File: config.mk
export PLATFORM = sky130hd
export DESIGN_NAME = rr_arb_lock
export DESIGN_NICKNAME = d
export VERILOG_FILES = /design/src/rtl/rr_arb_pkg.sv /design/src/rtl/rr_arb_lock_pick.sv /design/src/rtl/rr_arb_lock.sv
export SDC_FILE = /design/constraint.sdc
export NUM_CORES = 1
export LEC_CHECK = 0
export BUFFER_PORTS_ARGS = -buffer_cell sky130_fd_sc_hd__buf_2
export CAP_MARGIN = 10
export CORE_MARGIN = 5
export CORE_UTILIZATION = 40
export DETAILED_ROUTE_END_ITERATION = 16
export SLEW_MARGIN = 20
export SYNTH_ARGS = -nofsm -noshare
export SYNTH_HDL_FRONTEND = slang
export SYNTH_SLANG_ARGS = --single-unit
File: constraint.sdc
create_clock -name clk_i -period 4.3 [get_ports clk_i]
set_input_delay 0.645 -clock clk_i [delete_from_list [all_inputs] [get_ports clk_i]]
set_output_delay 0.645 -clock clk_i [all_outputs]
set_load 0.01 [all_outputs]
File: src/rtl/rr_arb_pkg.sv
// rr_arb_pkg: shared types, limits and index helper for the lockable round-robin arbiter
package rr_arb_pkg;

    typedef enum logic {IDLE, BUSY} rr_state_t;

    localparam int MAX_REQCNT = 32;

    // Wrap-around increment against the requester count, not the index width
    function automatic int next_idx(input int idx, input int cnt);
        return (idx + 1 >= cnt) ? 0 : idx + 1;
    endfunction

endpackage

File: src/rtl/rr_arb_lock_pick.sv
// rr_pick: combinational cyclic first-set-bit search starting at ptr
module rr_pick #(
    parameter int REQCNT   = 5,
    parameter int REQWIDTH = $clog2(REQCNT)
) (
    input  logic [REQCNT-1:0]   req,
    input  logic [REQWIDTH-1:0] ptr,
    output logic                hit,
    output logic [REQWIDTH-1:0] idx
);

    logic [2*REQCNT-1:0] masked;

    // Lower copy is masked below ptr, so the lowest set bit of the doubled vector is the cyclic winner
    always_comb begin
        masked = {req, req} & ({(2*REQCNT){1'b1}} << ptr);
        hit    = |req;
        idx    = '0;
        for (int i = 2*REQCNT-1; i >= 0; i--)
            if (masked[i]) idx = (i >= REQCNT) ? REQWIDTH'(i - REQCNT) : REQWIDTH'(i);
    end

endmodule

File: src/rtl/rr_arb_lock.sv
// rr_arb_lock: round-robin arbiter with registered one-hot grant held until done_i
// Optional per-master grant budgets are enabled by defining RR_ARB_WEIGHT_EN.
module rr_arb_lock
    import rr_arb_pkg::*;
#(
    parameter int REQCNT   = 5,
    parameter int REQWIDTH = $clog2(REQCNT),
    parameter int WEIGHTW  = 4
) (
    input  logic                      clk_i,
    input  logic                      rst_i,
    input  logic [REQCNT-1:0]         req_i,
    input  logic                      done_i,
`ifdef RR_ARB_WEIGHT_EN
    input  logic [REQCNT*WEIGHTW-1:0] weight_i,
`endif
    output logic [REQCNT-1:0]         gnt_o,
    output logic [REQWIDTH-1:0]       gnt_num_o,
    output logic                      gnt_val_o
);

    if (REQCNT < 2 || REQCNT > MAX_REQCNT || WEIGHTW < 1) begin : g_bad_cfg
        $error("rr_arb_lock: unsupported parameters");
    end

    rr_state_t           state, state_nx;
    logic [REQWIDTH-1:0] ptr, ptr_nx, adv, pick_ptr, pick_idx, win, num_nx;
    logic [REQCNT-1:0]   gnt_nx;
    logic                val_nx, hit, keep;

    // The current winner is exactly the registered grant index
    assign win      = gnt_num_o;
    assign adv      = REQWIDTH'(next_idx(int'(win), REQCNT));
    assign pick_ptr = (state == BUSY) ? adv : ptr;

    rr_pick #(.REQCNT(REQCNT), .REQWIDTH(REQWIDTH)) u_pick (
        .req (req_i),
        .ptr (pick_ptr),
        .hit (hit),
        .idx (pick_idx)
    );

`ifdef RR_ARB_WEIGHT_EN
    logic [WEIGHTW-1:0] credit, wfield, wt;

    assign wfield = weight_i[win*WEIGHTW +: WEIGHTW];
    assign wt     = (wfield == '0) ? WEIGHTW'(1) : wfield;
    assign keep   = req_i[win] && (credit < wt);

    // Credit counts grants given to the current winner in a row; restarts at 1 for every new winner
    always_ff @(posedge clk_i or posedge rst_i) begin
        if (rst_i)
            credit <= WEIGHTW'(1);
        else if (state == IDLE)
            credit <= WEIGHTW'(1);
        else if (done_i)
            credit <= keep ? credit + WEIGHTW'(1) : WEIGHTW'(1);
    end
`else
    assign keep = 1'b0;
`endif

    // Next state: grant from idle, hold while busy, hand off or release on done_i
    always_comb begin
        state_nx = state;
        ptr_nx   = ptr;
        gnt_nx   = gnt_o;
        num_nx   = gnt_num_o;
        val_nx   = gnt_val_o;
        if (state == IDLE) begin
            if (hit) begin
                state_nx = BUSY;
                gnt_nx   = REQCNT'(1) << pick_idx;
                num_nx   = pick_idx;
                val_nx   = 1'b1;
            end
        end else if (done_i && !keep) begin
            ptr_nx = adv;
            if (hit) begin
                gnt_nx = REQCNT'(1) << pick_idx;
                num_nx = pick_idx;
            end else begin
                state_nx = IDLE;
                gnt_nx   = '0;
                num_nx   = '0;
                val_nx   = 1'b0;
            end
        end
    end

    // State and grant registers; reset drops any grant immediately
    always_ff @(posedge clk_i or posedge rst_i) begin
        if (rst_i) begin
            state     <= IDLE;
            ptr       <= '0;
            gnt_o     <= '0;
            gnt_num_o <= '0;
            gnt_val_o <= 1'b0;
        end else begin
            state     <= state_nx;
            ptr       <= ptr_nx;
            gnt_o     <= gnt_nx;
            gnt_num_o <= num_nx;
            gnt_val_o <= val_nx;
        end
    end

endmodule
==> results of run 1 <==
-- state kept, by name, indices dropped and copies added (netlist names) --
signal / cells
state: 1
ptr: 3
gnt_o: 5
gnt_num_o: 3
gnt_val_o: 1
-- cells by family (layout without fill, tap and decap cells) --
logic type / after synthesis / count (layout)
simple gates: 50 / 50
compound gates: 31 / 31
flops: 13 / 13
buf+inv: 6 / 24
fa+ha+maj: 3 / 3
xor+xnor: 1 / 1
mux: 1 / 1
-- report_power, final --
group          switching, µW  internal, µW  total [µW]
Clock                   38.3          35.9        74.3
Combinational            207           152         359
Sequential              44.8           163         208
Total                    290           352         642
-- area by class of cell --
cell class | count | area, µm² | area share, %
multi-input combinational | 86 | 568 | 54.1
inverter | 4 | 15.0 | 1.43
tap | 28 | 35.0 | 3.34
sequential | 13 | 325 | 31.0
timing repair buffer | 16 | 80.1 | 7.63
clock buffer | 4 | 26.3 | 2.50
-- critical path, delay by kind of cell, from the launching register on --
family                     cells  cell delay, ps
and+or+nand+nor                4             850
DFF                            1             480
adders and majority gates      1             280
AOI/OAI and AO/OA              4             890
-- per-stage QoR --
stage | total power (µW) | cell area (µm²) | std cells | worst slack (ps) | util (%)
3_3_place_gp | 562 | 1020 | 147 | 1740 | 46.3
3_5_place_dp | 567 | 1020 | 147 | 1720 | 46.3
5_1_grt | 699 | 1050 | 151 | 1490 | 47.5
6_report | 642 | 1050 | 151 | 1680 | 47.5
4_1_cts | 648 | 1050 | 151 | 1670 | 47.5
2_1_floorplan | 469 | 918 | 105 | 1980 | -
-- layout by cell type, fill, tap and decap left out, types with 2 or more instances in the layout --
master | Yosys | final
nand3_1 | 3 | 3
o211ai_1 | 3 | 3
nand2_1 | 22 | 22
nand2b_1 | 4 | 4
a21oi_2 | 2 | 2
buf_2 | 2 | 16
ha_1 | 3 | 3
a32oi_1 | 2 | 2
and2_1 | 3 | 3
a21oi_1 | 2 | 2
nor2b_1 | 2 | 2
nor4_1 | 2 | 2
dfrtp_1 | 13 | 13
clkbuf_4 | 0 | 3
o21a_1 | 2 | 2
a22o_1 | 2 | 2
nor3_1 | 3 | 3
o21ai_0 | 6 | 6
a31oi_4 | 2 | 2
nor2_1 | 4 | 4
inv_1 | 4 | 4
-- how the worst max path moves through the flow --
stage / startpoint / endpoint / slack [ps] / cells after the start
final: gnt_num_o[0]$_DFFE_PP0P_ / gnt_o[1]$_DFFE_PP0P_ / 1680 / 9
after global routing: gnt_num_o[0]$_DFFE_PP0P_ / gnt_o[1]$_DFFE_PP0P_ / 1490 / 9
after CTS: gnt_num_o[0]$_DFFE_PP0P_ / gnt_o[1]$_DFFE_PP0P_ / 1670 / 9
after detailed placement: gnt_num_o[0]$_DFFE_PP0P_ / gnt_o[1]$_DFFE_PP0P_ / 1720 / 9
after global placement: gnt_num_o[0]$_DFFE_PP0P_ / gnt_o[1]$_DFFE_PP0P_ / 1740 / 9
after floorplan: gnt_num_o[0]$_DFFE_PP0P_ / gnt_o[1]$_DFFE_PP0P_ / 1980 / 9
-- routing by layer --
metal | GRT usage (%) | vias to the layer above
li1 | - | 417
met1 | 19.1 | 403
met2 | 23.2 | 24
met3 | 2.45 | 6
met4 | 6.29 | 0
met5 | 0 | -
==> impl_metrics.yaml, run 1 <==
run_status:
  status: "completed"
clocking:
  cts_resized: 0
  cts_buffers: 3
  clkTransAtPathRegs_ps: 80
  cts_tree: "done"
  cts_setup_buffers: 0
  cts_sinks: 13
  clockBufferDepth: 2
  holdBufCountCts: 0
  htree_levels: 1
  cts-root-buf: "clkbuf_4"
  clk_latency_ps: 270
yosys:
  syn_nets: 116
  synth-compound-area-share_pct: 28.1
  yosysMostFrequentCell: "nand2_1"
  synth_flop_cell: "dfrtp_1"
  synthAdderAreaFrac_pct: 4.09
  synth_seq_cells: 13
  synth_top_area_share_pct: 35.4
  ys_warn_count: 0
  synth_cell_types: 39
  synth_top_family_by_area: "compound AO/OA/AOI/OAI gates"
  synthXorXnorAreaFrac_pct: 0.954
  synthTopCellsByArea: "dfrtp_1 35%, nand2_1 9.0%, a31oi_4 4.6%, ha_1 4.1%, o21ai_0 3.3%"
  synth_edf_count: 0
  syn_area_um2: 918
  synthCells: 105
  yosys.area.top_type: "dfrtp_1"
  ys_seq_area_share_pct: 35.4
  synth_mux_area_share_pct: 1.23
  ys_async_sr_fraction_pct: 100
  synth_common_cells: "22 x nand2_1, 13 x dfrtp_1, 6 x o21ai_0"
  yosys.area_share.simple_pct: 27.5
  syn_area_per_cell_um2: 8.75
worst_setup_path:
  path_max_fanout: 9
  crit_arrival_ps: 2780
  worstPathCellList: "ha_1, nand2b_1, o21ai_2, nand2_1, a31o_2, o21a_1, nor4b_2, nor3_1, a22o_1"
  endpoint_kind: "flop"
  critPathKind: "reg2reg"
  rr_endpoint: "gnt_o[1]$_DFFE_PP0P_"
  crit_required_ps: 4470
  r2r_slack_ps: 1680
  regToRegStartpoint: "gnt_num_o[0]$_DFFE_PP0P_"
  start_kind: "flop"
  slowest_stage: "nor4b_2"
  critPathMaxStageDelay_ps: 500
  r2r_cells: 9
timing:
  fin_skew_ps: 3.67
  max_freq_mhz: 382
  final-setup-viol-count: 0
  fin_setup_tns_ps: 0
  whs_ps: 387
  hold_viol_final: 0
  finalCritPeriodShare_pct: 60.8
  min_period_ps: 2620
  slew_viol_final: 0
  tightest_slew_ps: 595
  slew_headroom_pct: 60.1
  rsz0062_at_grt: "no"
finish:
  fillers: 237
  layout-drive-gt1-share_pct: 23.6
  n_antenna_cell: 0
  nets: 135
  synthToLayoutAreaGrowth_pct: 14.3
route:
  top_layer: "met4"
  wl_met1_mm: 1.01
  first_pass_iters: 4
  wl_met2_mm: 1.02
  wl_per_cell_um: 14.4
  vias: 850
  wl_met3_um: 103
  drt_iter0_drc: 17
  drc: 0
  ant_nets: 0
  viasPerCell: 5.63
  wl_mm: 2.18
job:
  drv_cap: 0
floorplan:
  die-area_um2: 3350
  fp.dieH_um: 57.9
  die_w_um: 57.9
  core.rowCount: 17
  core_area_um2: 2210
  start_util_pct: 41.5
  ios: 17
power_and_ir_drop:
  peakVddDrop_uv: 389
  p_per_area_nw_per_um2: 611
  p_leak_uw: 0.000471
grt:
  antenna_found_initial: 0
  grt_pass1_vias: 835
  grt_pass1_wl_mm: 3.83
  gr-usage-all-layers_pct: 14.5
  grt_start_max_net_pins: 18
  grt_overflow: 0
place:
  gp_congestion: 0.800
  hpwlAfterDp_mm: 1.66
  io_buffers: 16
min_path:
  hold_class: "in2async"
(Power assumes the default switching activity.)
==> run 2, diff against run 1 <==
==> constraint.sdc (replaced) <==
create_clock -name clk_i -period 2.55 [get_ports clk_i]
set_input_delay 0.3825 -clock clk_i [delete_from_list [all_inputs] [get_ports clk_i]]
set_output_delay 0.3825 -clock clk_i [all_outputs]
set_load 0.01 [all_outputs]
==> impl_metrics.yaml, run 2 (synthesis gave the netlist of run 1 again) <==
run_status:
  status: "completed"
grt:
  grt_pass1_vias: 900
  grt_use_met1_pct: 17.5
  grt_overflow: 0
  grt_pass1_wl_mm: 3.84
  grt_start_max_net_pins: 14
  grt.busiest_layer: "met2"
  antenna_found_initial: 0
  grtUsageMet3_pct: 1.78
  gr-usage-met2_pct: 25.2
  gr-usage-all-layers_pct: 14.4
min_path:
  hold_class: "in2async"
route:
  first_pass_iters: 4
  wl_mm: 2.16
  drt_iter0_drc: 21
  drc: 0
  wl_per_cell_um: 14.0
  ant_nets: 0
  vias: 855
  viasPerCell: 5.52
timing:
  fin_skew_ps: 6.22
  rsz0062_at_grt: "no"
  hold_viol_final: 0
  finalCritPeriodShare_pct: 93.1
  min_period_ps: 2370
  final-setup-viol-count: 0
  slew_headroom_pct: 66.2
  slew_viol_final: 0
  whs_ps: 116
  fin_setup_tns_ps: 0
  tightest_slew_ps: 507
  max_freq_mhz: 421
power_and_ir_drop:
  p_per_area_nw_per_um2: 1030
  p_leak_uw: 0.000494
  peakVddDrop_uv: 656
clocking:
  holdBufCountCts: 0
  cts_tree: "done"
  cts_sinks: 13
  clk_latency_ps: 280
  clkTransAtPathRegs_ps: 80
  clockBufferDepth: 2
  htree_levels: 1
  cts_buffers: 3
  cts-root-buf: "clkbuf_4"
place:
  gp_congestion: 0.819
  hpwlAfterDp_mm: 1.69
  io_buffers: 16
  post_dp_cell_area_um2: 1050
  place_inst: 151
finish:
  layout_commonest_cell: "nand2_1"
  fin_cells: 155
  final_cell_mix: "22 x nand2_1, 16 x buf_2, 11 x dfrtp_1, 6 x o21ai_0"
  reg_top3: "gnt_o x5, gnt_num_o x3, ptr x3"
  nets: 139
  n_antenna_cell: 0
  regMostFlops: "gnt_o"
  finish.utilization_pct: 50.6
  layout-drive-gt1-share_pct: 29.9
  synthToLayoutAreaGrowth_pct: 21.8
  largest_reg_flops: 5
  finalInstanceArea_um2: 1120
floorplan:
  fp.dieH_um: 57.9
  core.rowCount: 17
  start_util_pct: 41.5
  die_w_um: 57.9
  core_area_um2: 2210
  die-area_um2: 3350
  ios: 17
worst_setup_path:
  critPathMaxStageDelay_ps: 470
  crit_required_ps: 2720
  path_max_fanout: 9
  crit_arrival_ps: 2550
  worstPathCellList: "ha_1, nand2b_1, o21ai_4, nand2_1, a31o_2, o21a_1, nor4b_4, nor3_1, a22o_1"
  critPathKind: "reg2reg"
  start_kind: "flop"
  slowest_stage: "dfrtp_2"
  cp_num_buf_inv: 0
  r2r_slack_ps: 180
  path_delay_family: "compound AO/OA/AOI/OAI gates"
  endpoint_kind: "flop"
job:
  drv_cap: 0
run 2: per-stage QoR:
stage / power, µW / worst slack (ps)
2_1_floorplan: 791 / 226
3_3_place_gp: 975 / 83.3
3_5_place_dp: 982 / 63.4
4_1_cts: 1110 / 31.0
5_1_grt: 1260 / 0.663
6_report: 1150 / 176
run 2: path summary, 6_finish.rpt:
kind                            depth (start not counted)                  endpoint                startpoint
worst min-delay path                                    2      gnt_o[3]$_DFFE_PP0P_                     rst_i
worst max-delay path                                    9      gnt_o[1]$_DFFE_PP0P_  gnt_num_o[0]$_DFFE_PP0P_
max in group asynchronous                               2  gnt_num_o[0]$_DFFE_PP0P_                     rst_i
worst max register to register                          9      gnt_o[1]$_DFFE_PP0P_  gnt_num_o[0]$_DFFE_PP0P_
min in group clk_i                                      3           state$_DFF_PP0_                  req_i[0]
worst min register to register                          2      gnt_o[4]$_DFFE_PP0P_      gnt_o[4]$_DFFE_PP0P_
run 2: area by class of cell:
type                            count  area, µm²
Clock buffer                        4       26.3
Fill cell                         245       1090
Inverter                            4       15.0
Multi-Input combinational cell     86        604
Sequential cell                    13        328
Tap cell                           28       35.0
Timing Repair Buffer               20        110
run 2: layer usage:
metal / vias up / wire (µm)
met5: - / 0
met2: 18 / 1080
met3: 5 / 58
met4: 0 / 40
li1: 426 / -
met1: 406 / 982
run 2: report_power, final:
part	switching [µW]	internal, µW
Clock	66.8	60.7
Combinational	371	293
Sequential	78.9	279
run 2: timing repair:
| action | 4_1_cts | 5_1_grt |
|---|---|---|
| gates resized for setup | 0 | 7 |
| setup buffers | 0 | 0 |
| setup endpoints to repair | 0 | 7 |
